### src/rtl/axi_read_master_gen.sv
// AXI4 read-master traffic generator/checker: issues one AR burst per command,
// checks the returned R beats and reports a done pulse with sticky status.
module axi_read_master_gen #(
  parameter int unsigned DATA_W      = 256,
  parameter int unsigned ID_W        = 7,
  parameter int unsigned ADDR_W      = 32,
  parameter int unsigned CMP_W       = 128,
  parameter int unsigned RREADY_GAP  = 0,
  parameter int unsigned TIMEOUT_CYC = 1024
) (
  input  logic              i_clk,
  input  logic              i_reset,
  input  logic              cmd_valid,
  output logic              cmd_ready,
  input  logic [ID_W-1:0]   cmd_id,
  input  logic [ADDR_W-1:0] cmd_addr,
  input  logic [7:0]        cmd_len,
  input  logic [2:0]        cmd_size,
  input  logic [1:0]        cmd_burst,
  input  logic [CMP_W-1:0]  cmd_hdr,
  input  logic              cmd_pat_en,
  input  logic [31:0]       cmd_seed,
  output logic [ID_W-1:0]   arid,
  output logic [ADDR_W-1:0] araddr,
  output logic [7:0]        arlen,
  output logic [2:0]        arsize,
  output logic [1:0]        arburst,
  output logic              arvalid,
  input  logic              arready,
  input  logic [ID_W-1:0]   rid,
  input  logic [DATA_W-1:0] rdata,
  input  logic [1:0]        rresp,
  input  logic              rlast,
  input  logic              rvalid,
  output logic              rready,
  output logic              done,
  output logic              pass,
  output logic [5:0]        err_flags,
  output logic [8:0]        beat_cnt,
  output logic [DATA_W-1:0] last_rdata
);

  localparam int unsigned LANES = DATA_W / 32;
  localparam int unsigned TO_W  = (TIMEOUT_CYC > 0) ? $clog2(TIMEOUT_CYC + 1) : 1;
  localparam int unsigned GAP_W = (RREADY_GAP > 1) ? $clog2(RREADY_GAP) : 1;

  // err_flags bit positions
  localparam int unsigned E_DATA  = 0;
  localparam int unsigned E_RESP  = 1;
  localparam int unsigned E_EARLY = 2;
  localparam int unsigned E_MISS  = 3;
  localparam int unsigned E_RID   = 4;
  localparam int unsigned E_TO    = 5;

  typedef enum logic [2:0] {S_IDLE, S_AR, S_RD, S_GAP, S_FIN} state_t;

  state_t             state_q, state_d;
  logic [CMP_W-1:0]   hdr_q, hdr_d;
  logic               pat_en_q, pat_en_d;
  logic [31:0]        seed_q, seed_d;
  logic [TO_W-1:0]    to_cnt_q, to_cnt_d;
  logic [GAP_W-1:0]   gap_cnt_q, gap_cnt_d;

  logic               cmd_ready_d, arvalid_d, rready_d, done_d, pass_d;
  logic [5:0]         err_d;
  logic [8:0]         beat_cnt_d;
  logic [DATA_W-1:0]  last_rdata_d;
  logic [ID_W-1:0]    arid_d;
  logic [ADDR_W-1:0]  araddr_d;
  logic [7:0]         arlen_d;
  logic [2:0]         arsize_d;
  logic [1:0]         arburst_d;

  logic [31:0]        exp_word;
  logic               lane_mis;
  logic               to_hit;
  logic [TO_W-1:0]    to_inc;
  logic               beat_end;

  // Next-state and next-output logic
  always_comb begin
    state_d      = state_q;
    hdr_d        = hdr_q;
    pat_en_d     = pat_en_q;
    seed_d       = seed_q;
    to_cnt_d     = to_cnt_q;
    gap_cnt_d    = gap_cnt_q;
    cmd_ready_d  = cmd_ready;
    arvalid_d    = arvalid;
    rready_d     = rready;
    done_d       = 1'b0;
    pass_d       = pass;
    err_d        = err_flags;
    beat_cnt_d   = beat_cnt;
    last_rdata_d = last_rdata;
    arid_d       = arid;
    araddr_d     = araddr;
    arlen_d      = arlen;
    arsize_d     = arsize;
    arburst_d    = arburst;
    beat_end     = 1'b0;

    exp_word = seed_q + 32'(beat_cnt);
    lane_mis = 1'b0;
    for (int unsigned i = 0; i < LANES; i++) begin
      if (rdata[i*32 +: 32] != exp_word) lane_mis = 1'b1;
    end
    to_hit = (TIMEOUT_CYC != 0) && (to_cnt_q >= TO_W'(TIMEOUT_CYC));
    to_inc = (to_cnt_q == '1) ? to_cnt_q : to_cnt_q + TO_W'(1);

    case (state_q)
      S_IDLE: begin
        if (cmd_valid) begin
          state_d     = S_AR;
          cmd_ready_d = 1'b0;
          arvalid_d   = 1'b1;
          arid_d      = cmd_id;
          araddr_d    = cmd_addr;
          arlen_d     = cmd_len;
          arsize_d    = cmd_size;
          arburst_d   = cmd_burst;
          hdr_d       = cmd_hdr;
          pat_en_d    = cmd_pat_en;
          seed_d      = cmd_seed;
          err_d       = 6'd0;
          beat_cnt_d  = 9'd0;
          pass_d      = 1'b0;
          to_cnt_d    = '0;
        end
      end
      S_AR: begin
        if (arready) begin
          state_d   = S_RD;
          arvalid_d = 1'b0;
          rready_d  = 1'b1;
          to_cnt_d  = '0;
        end else if (to_hit) begin
          state_d       = S_FIN;
          arvalid_d     = 1'b0;
          err_d[E_TO]   = 1'b1;
          done_d        = 1'b1;
          pass_d        = 1'b0;
        end else begin
          to_cnt_d = to_inc;
        end
      end
      S_RD: begin
        if (rvalid && rready) begin
          if (beat_cnt == 9'd0) begin
            if (rdata[CMP_W-1:0] != hdr_q) err_d[E_DATA] = 1'b1;
          end else if (pat_en_q && lane_mis) begin
            err_d[E_DATA] = 1'b1;
          end
          if (rresp != 2'b00) err_d[E_RESP] = 1'b1;
          if (rid != arid)    err_d[E_RID]  = 1'b1;
          if (rlast && (beat_cnt < {1'b0, arlen})) err_d[E_EARLY] = 1'b1;
          if (!rlast && (beat_cnt == {1'b0, arlen})) err_d[E_MISS] = 1'b1;
          beat_end     = rlast || (beat_cnt == {1'b0, arlen});
          beat_cnt_d   = beat_cnt + 9'd1;
          last_rdata_d = rdata;
          to_cnt_d     = '0;
          if (beat_end) begin
            state_d  = S_FIN;
            rready_d = 1'b0;
            done_d   = 1'b1;
            pass_d   = ~|err_d;
          end else if (RREADY_GAP > 0) begin
            state_d   = S_GAP;
            rready_d  = 1'b0;
            gap_cnt_d = GAP_W'(RREADY_GAP - 1);
          end
        end else if (to_hit) begin
          state_d     = S_FIN;
          rready_d    = 1'b0;
          err_d[E_TO] = 1'b1;
          done_d      = 1'b1;
          pass_d      = 1'b0;
        end else begin
          to_cnt_d = to_inc;
        end
      end
      S_GAP: begin
        to_cnt_d = to_inc;
        if (gap_cnt_q == '0) begin
          state_d  = S_RD;
          rready_d = 1'b1;
          to_cnt_d = '0;
        end else begin
          gap_cnt_d = gap_cnt_q - GAP_W'(1);
        end
      end
      S_FIN: begin
        state_d     = S_IDLE;
        cmd_ready_d = 1'b1;
      end
      default: begin
        state_d     = S_IDLE;
        cmd_ready_d = 1'b1;
        arvalid_d   = 1'b0;
        rready_d    = 1'b0;
      end
    endcase
  end

  // State and output registers
  always_ff @(posedge i_clk) begin
    if (i_reset) begin
      state_q    <= S_IDLE;
      hdr_q      <= '0;
      pat_en_q   <= 1'b0;
      seed_q     <= 32'd0;
      to_cnt_q   <= '0;
      gap_cnt_q  <= '0;
      cmd_ready  <= 1'b1;
      arvalid    <= 1'b0;
      rready     <= 1'b0;
      done       <= 1'b0;
      pass       <= 1'b0;
      err_flags  <= 6'd0;
      beat_cnt   <= 9'd0;
      last_rdata <= '0;
      arid       <= '0;
      araddr     <= '0;
      arlen      <= 8'd0;
      arsize     <= 3'd0;
      arburst    <= 2'd0;
    end else begin
      state_q    <= state_d;
      hdr_q      <= hdr_d;
      pat_en_q   <= pat_en_d;
      seed_q     <= seed_d;
      to_cnt_q   <= to_cnt_d;
      gap_cnt_q  <= gap_cnt_d;
      cmd_ready  <= cmd_ready_d;
      arvalid    <= arvalid_d;
      rready     <= rready_d;
      done       <= done_d;
      pass       <= pass_d;
      err_flags  <= err_d;
      beat_cnt   <= beat_cnt_d;
      last_rdata <= last_rdata_d;
      arid       <= arid_d;
      araddr     <= araddr_d;
      arlen      <= arlen_d;
      arsize     <= arsize_d;
      arburst    <= arburst_d;
    end
  end

endmodule
### config.mk
export PLATFORM = sky130hd
export DESIGN_NAME = axi_read_master_gen
export DESIGN_NICKNAME = d
export VERILOG_FILES = /design/src/rtl/axi_read_master_gen.sv
export SDC_FILE = /design/constraint.sdc
export NUM_CORES = 1
export LEC_CHECK = 0
export ABC_AREA = 1
export CORE_AREA = 2 2 319 321
export CTS_CLUSTER_DIAMETER = 30
export DETAILED_ROUTE_END_ITERATION = 10
export DIE_AREA = 0 0 321 323
export PLACE_DENSITY = 0.53
export SKIP_LAST_GASP = 1
export SYNTH_ARGS = -nofsm -noshare
export SYNTH_HDL_FRONTEND = slang
export SYNTH_SLANG_ARGS = --single-unit
### constraint.sdc
create_clock -name i_clk -period 6.3 [get_ports i_clk]
set_clock_uncertainty 0.05 [all_clocks]
set_input_delay 1.575 -clock i_clk [delete_from_list [all_inputs] [get_ports i_clk]]
set_output_delay 1.575 -clock i_clk [all_outputs]
set_load 0.02 [all_outputs]
; After elaboration in Yosys (flattened, before gate mapping)
; Index checks and enable logic that the tools add are counted.
[totals]
reg_bits = 504
latch_bits = 0
ram_bits = 0
mem_bits_ro = 0
output_inout_bits = 328
elab_cells = 152
mem_count = 0
[classes]
add_sub_neg = 4
mul = 0
n_div = 0
n_lt_le_gt_ge = 2
n_eq_ne = 25
shift = 0
mux = 71
n_bitwise = 3
reduce_logical = 27
[op_table]
columns = cell, n
row1 = != test 32 bit, 8
row2 = != test 128 bit, 1
row3 = two-way mux 11 bit, 6
row4 = two-way mux 1 bit, 45
row5 = one-hot mux 11 bit (4 select lines), 1
row6 = adder 32 x 9 -> 32 bit, 1
row7 = two-way mux 3 bit, 6
row8 = two-way mux 9 bit, 2
row9 = one-hot mux 9 bit (2 select lines), 1
row10 = "!= test 2 bit, second input constant", 6
row11 = one-hot mux 3 bit (4 select lines), 1
row12 = "adder 11 x 1 -> 11 bit, second input constant", 1
row13 = "== test 11 bit, second input constant", 1
row14 = ">= comparator 11 bit, second input constant", 1
row15 = one-hot mux 5 bit (2 select lines), 1
row16 = "adder 9 x 1 -> 9 bit, second input constant", 1
row17 = == test 9 x 8 -> 1 bit, 1
row18 = zero test 9 bit, 1
row19 = less-than comparator 9 x 8 -> 1 bit, 1
row20 = "!= test 3 bit, second input constant", 3
row21 = one-hot mux 1 bit (3 select lines), 3
row22 = AND reduction 3 bit, 3
row23 = AND reduction 2 bit, 4
row24 = AND reduction 4 bit, 2
row25 = 21 further kinds, 31

; Depth between registers and ports, before layout
[depth]
ltp_word = 20
mapped_depth = 28

; Least setup slack after synthesis
; OpenSTA, ideal clock, no wires.
[synth_timing]
path_kind = input to register
start = input rdata[196]
end = register pass
t_arrival_ps = 3000
required_time_ps = 6183
path_slack_ps = 3182
stages = 20
path_buffers = 0
path_cell_list = or2_2 -> nand3_1 -> nand2_1 -> inv_1 -> nand2_1 -> nor2_1 -> nand2_1 -> nor2_1 -> nand2_1 -> nor2_1 -> nand3_1 -> nor2_1 -> nand2_1 -> nor2_1 -> nand3_1 -> nand2_1 -> nand3_1 -> nand2_1 -> nand2_1 -> a21oi_2
[synth_between]
elab_chain_len = 13
[synth_rtl]
columns = item, line
row1 = from (decl), 31  ; input logic [DATA_W-1:0] rdata,
row2 = != test 32 bit, 106  ; if (rdata[i*32 +: 32] != exp_word) lane_mis = 1'b1;
row3 = two-way mux 1 bit (2 in a row), 106
row4 = logical AND 1 bit, 151  ; end else if (pat_en_q && lane_mis) begin
row5 = two-way mux 1 bit, 151
row6 = two-way mux 1 bit, 149  ; if (beat_cnt == 9'd0) begin
row7 = two-way mux 1 bit, 148  ; if (rvalid && rready) begin
row8 = two-way mux 1 bit, 111  ; case (state_q)
row9 = OR reduction 6 bit, 166  ; pass_d = ~|err_d;
row10 = zero test 1 bit, 166
row11 = two-way mux 1 bit, 162  ; if (beat_end) begin
row12 = two-way mux 1 bit, 148
row13 = one-hot mux 1 bit (3 select lines), 111
row14 = to (signal assigned), 238  ; pass <= pass_d;
row15 = to (decl), 37  ; output logic pass,
; No other way between the ends. The select of a mux whose other input is x is not followed.
; A chain may end at the register's enable or synchronous reset.

; Worst setup path in the final report
[layout_timing]
start = input rdata[58]
end = register pass
[layout_between]
elab_chain_len = 18
word_cells_on_any_way = 20
classes_between = 2 x eq/ne / 15 x mux / 3 x reduce/logical
[layout_rtl]
columns = item, line
row1 = != test 32 bit, 106
row2 = two-way mux 1 bit (7 in a row), 106
row3 = logical AND 1 bit, 151
row4 = two-way mux 1 bit, 151
row5 = two-way mux 1 bit (*), 149
row6 = two-way mux 1 bit (*), 148
row7 = two-way mux 1 bit (*), 111
row8 = OR reduction 6 bit (*), 166
row9 = zero test 1 bit (*), 166
row10 = two-way mux 1 bit (*), 162
row11 = two-way mux 1 bit (*), 148
row12 = one-hot mux 1 bit (3 select lines) (*), 111
; Every way passes the cells marked *; elsewhere a longest branch is shown, timed or not. The select of a mux whose other input is x is not followed.

==> reports/qor.csv <==
stage,metric,value,unit
route,via_per_inst,4.95,
global_route,gr-usage-all-layers,0.308,
power_and_ir_drop,irDropWorstVdd,0.217,mV
synth,synth_area,24900,um2
clocking,cts-root-buf,clkbuf_16,
floorplan,num_rows,117,
route,drcViolationCount,0,
critical_path,r2r_start,beat_cnt[0]$_SDFFE_PP0P_,
global_route,grt_max_degree,154,
synth,synth_top_family_by_area,simple AND/OR/NAND/NOR gates,
synth,ys_warn_count,0,
clocking,holdBufCountCts,0,
synth,async_flop_share,0,
critical_path,crit_family,simple AND/OR/NAND/NOR gates,
synth,syn-num-nets,4215,
synth,synth_most_common_cell,nor2_1,
sta,tightest_slew,1.05,ns
clocking,insertion_delay,0.75,ns
floorplan,start_util,0.247,
placement,dp.final_hpwl,134000,um
clocking,ctsResizeCount,0,
sta,fin_ws,1.81,ns
placement,placed_area,34300,um2
power_and_ir_drop,p_leak,0.0170,uW
critical_path,cp.arrival,5.11,ns
synth,synth-seq-cells,503,
power_and_ir_drop,power_density,343,nW/um2
global_route,grt_pass1_vias,28510,
worst_hold_path,hold_class,reg2reg,
sta,fin_crit,4.49,ns
synth,synthTopCellsByArea,"dfxtp_1 (40%), nor2_1 (11%), o21ai_0 (10%)",
cells_and_area,n_fill_cell,10647,
floorplan,die_y,323,um
route,drt_wl_total,166000,um
synth,ys_top_cells_by_count,"nor2_1 (700), nand2_1 (666), dfxtp_1 (503)",
route,wl_per_cell,27.7,um
critical_path,cp_cell_sequence,clkdlybuf4s50_1 -> xnor2_1 -> nand4_1 -> nor3_1 -> nand4_1 -> or3_1 -> a21oi_1 -> nand3_1 -> nand2_1 -> nand2_1 -> a21oi_2,
route,vias,29584,
clocking,cts_tree,yes,
synth,ys_types,44,
route,dr.first_iter.drc_count,2812,
floorplan,core_area,101000,um2
cells_and_area,fin_area,39800,um2
route,wl_met2,75600,um
floorplan,die_w,321,um
cells_and_area,drive_above_1_share,0.0775,
sta,setup_viol,0,
clocking,clk_pin_slew,0.04,ns
sta,hold_viol_final,0,
critical_path,critPathSlowestCell,clkdlybuf4s50_1,
synth,synth_top_area_cell,dfxtp_1,
synth,synth_fa_ha_area_frac,0.0114,
sta,tns,0,ns
synth,yosys.area.top_type_share,0.404,
sta,grt_setup_unrepaired,no,
floorplan,io_pins,812,
synth,avgSynthCellArea,6.71,um2
placement,dp_slack,1.24,ns
sta,slew-limit-headroom,0.297,
clocking,clockBufferDepth,3,
global_route,antenna_found_initial,42,
synth,ys_seq_area_frac,0.404,
route,drtAntennaViolNets,0,
global_route,grt_first_pass_wirelength,223000,um
critical_path,worstSetupEndpointType,flip-flop,
job,cap_viol_max_count,0,
synth,synthSimpleGateAreaFrac,0.296,
placement,place_congestion,0.989,
floorplan,dieArea,104000,um2
critical_path,worst-path-buf-inv,1,
route,met1_length,66900,um
clocking,cts_max_level,4,
critical_path,cp-startpoint,rdata[58],
synth,muxShareOfSynthArea,0,
synth,syn-instance-count,3709,
placement,port-buffer-count,811,
clocking,post_cts_buffers,0,
synth,synth_edf_count,0,
critical_path,worst-setup-path-type,in2reg,
clocking,numCtsBuffers,154,
route,first_pass_iters,6,
sta,drv_slew,0,
clocking,cts.sink_count,503,
route,routed.top_layer,met5,
status,status,"complete, no violations",
critical_path,cp.required,6.92,ns
global_route,gr-total-overflow,0,
cells_and_area,area_growth,59.8,%
route,wl_met3,15900,um
sta,fmax,0.223,GHz
synth,synth_compound_area_frac,0.162,
synth,synth_ff_type,dfxtp_1,
cells_and_area,fin_nets,5043,
critical_path,slowest_delay,0.87,ns
sta,period_share,0.713,
worst_hold_path,hp-start,hdr_q[105]$_SDFFE_PP0P_,
critical_path,worst_setup_path_start_kind,input port,
synth,synth_xor_area_frac,0.0510,
critical_path,worstPathMaxFanout,3,
[tightest hold or removal path, delay by kind of cell, from the launching register on]
kind	cells	cell delay (ns)
compound gates	1	0.05
buf+inv	1	0.05
flops	1	0.32
[power breakdown]
part           internal, uW  switching, uW
Combinational           758           1290
Sequential             3400            165
Clock                  5570           2450
Total                  9730           3900
[state kept, by name (all words and copies together), names as in the netlist, 2 cells and up]
name,count
arlen,8
to_cnt_q,11
hdr_q,128
araddr,32
arid,7
last_rdata,256
err_flags,6
arsize,3
arburst,2
state_q,3
seed_q,32
beat_cnt,9
[routing by layer]
layer  GRT usage  vias up
li1            -    13782
met1       0.371    14085
met2       0.498     1336
met3       0.106      325
met4       0.134       56
met5           0        -
[cell families (layout without fill, tap and decap cells)]
group	count (synthesis)	in the layout
AO/OA/AOI/OAI	780	780
XOR/XNOR	145	145
adder cells (fa/ha/maj)	22	22
buffers and inverters	498	1446
flip-flops	503	503
other	0	15
AND/OR/NAND/NOR	1761	1761
[metrics by stage]
stage | total power, uW | instances | hold slack [ns] | util
after CTS | 13700 | 5966 | 0.421 | 0.395
after detailed placement | 5630 | 5690 | 0.406 | 0.340
final | 13600 | 5981 | 0.420 | 0.395
after global routing | 14100 | 5971 | 0.443 | 0.395
after floorplan | 4530 | 3709 | 0.380 | -
after global placement | 5630 | 5690 | 0.405 | 0.340
[worst paths after layout]
| check | end | slack, ns | cells after the start |
|---|---|---|---|
| worst min register to register | hdr_q[105]$_SDFFE_PP0P_ | 0.42 | 2 |
| worst max-delay path | pass$_SDFFE_PP0P_ | 1.81 | 11 |
| worst max register to register | pass$_SDFFE_PP0P_ | 1.91 | 26 |
| worst min-delay path | hdr_q[105]$_SDFFE_PP0P_ | 0.42 | 2 |
[placed cells by master (no fill, tap or decap), drive strengths merged]
cell type / n
a211oi: 3
a21boi: 1
a21o: 1
a21oi: 240
a31oi: 2
a41oi: 3
and3: 1
buf: 20
bufinv: 14
clkbuf: 219
clkdlybuf4s50: 811
clkinv: 34
clkinvlp: 6
dfxtp: 503
diode: 15
fa: 1
ha: 21
inv: 342
nand2: 706
nand3: 240
nand3b: 14
nand4: 41
nor2: 711
nor3: 31
nor3b: 1
nor4: 9
nor4b: 1
o2111ai: 11
o211ai: 4
o21a: 1
o21ai: 502
o21bai: 1
o221ai: 6
o22ai: 5
or2: 5
or3: 1
xnor2: 113
xor2: 32
[cell type report]
cell class              instances  area, um2  area share
multi-input cells            2708      13000       0.326
flip-flops and latches        503      10100       0.253
repair buffers                831       8310       0.209
clock buffers                 219       4540       0.114
well taps                    1309       1640      0.0412
inverters                     339       1290      0.0324
clock inverters                57        947      0.0238
diodes                         15       37.5    0.000943
(Power assumes the default switching activity.)
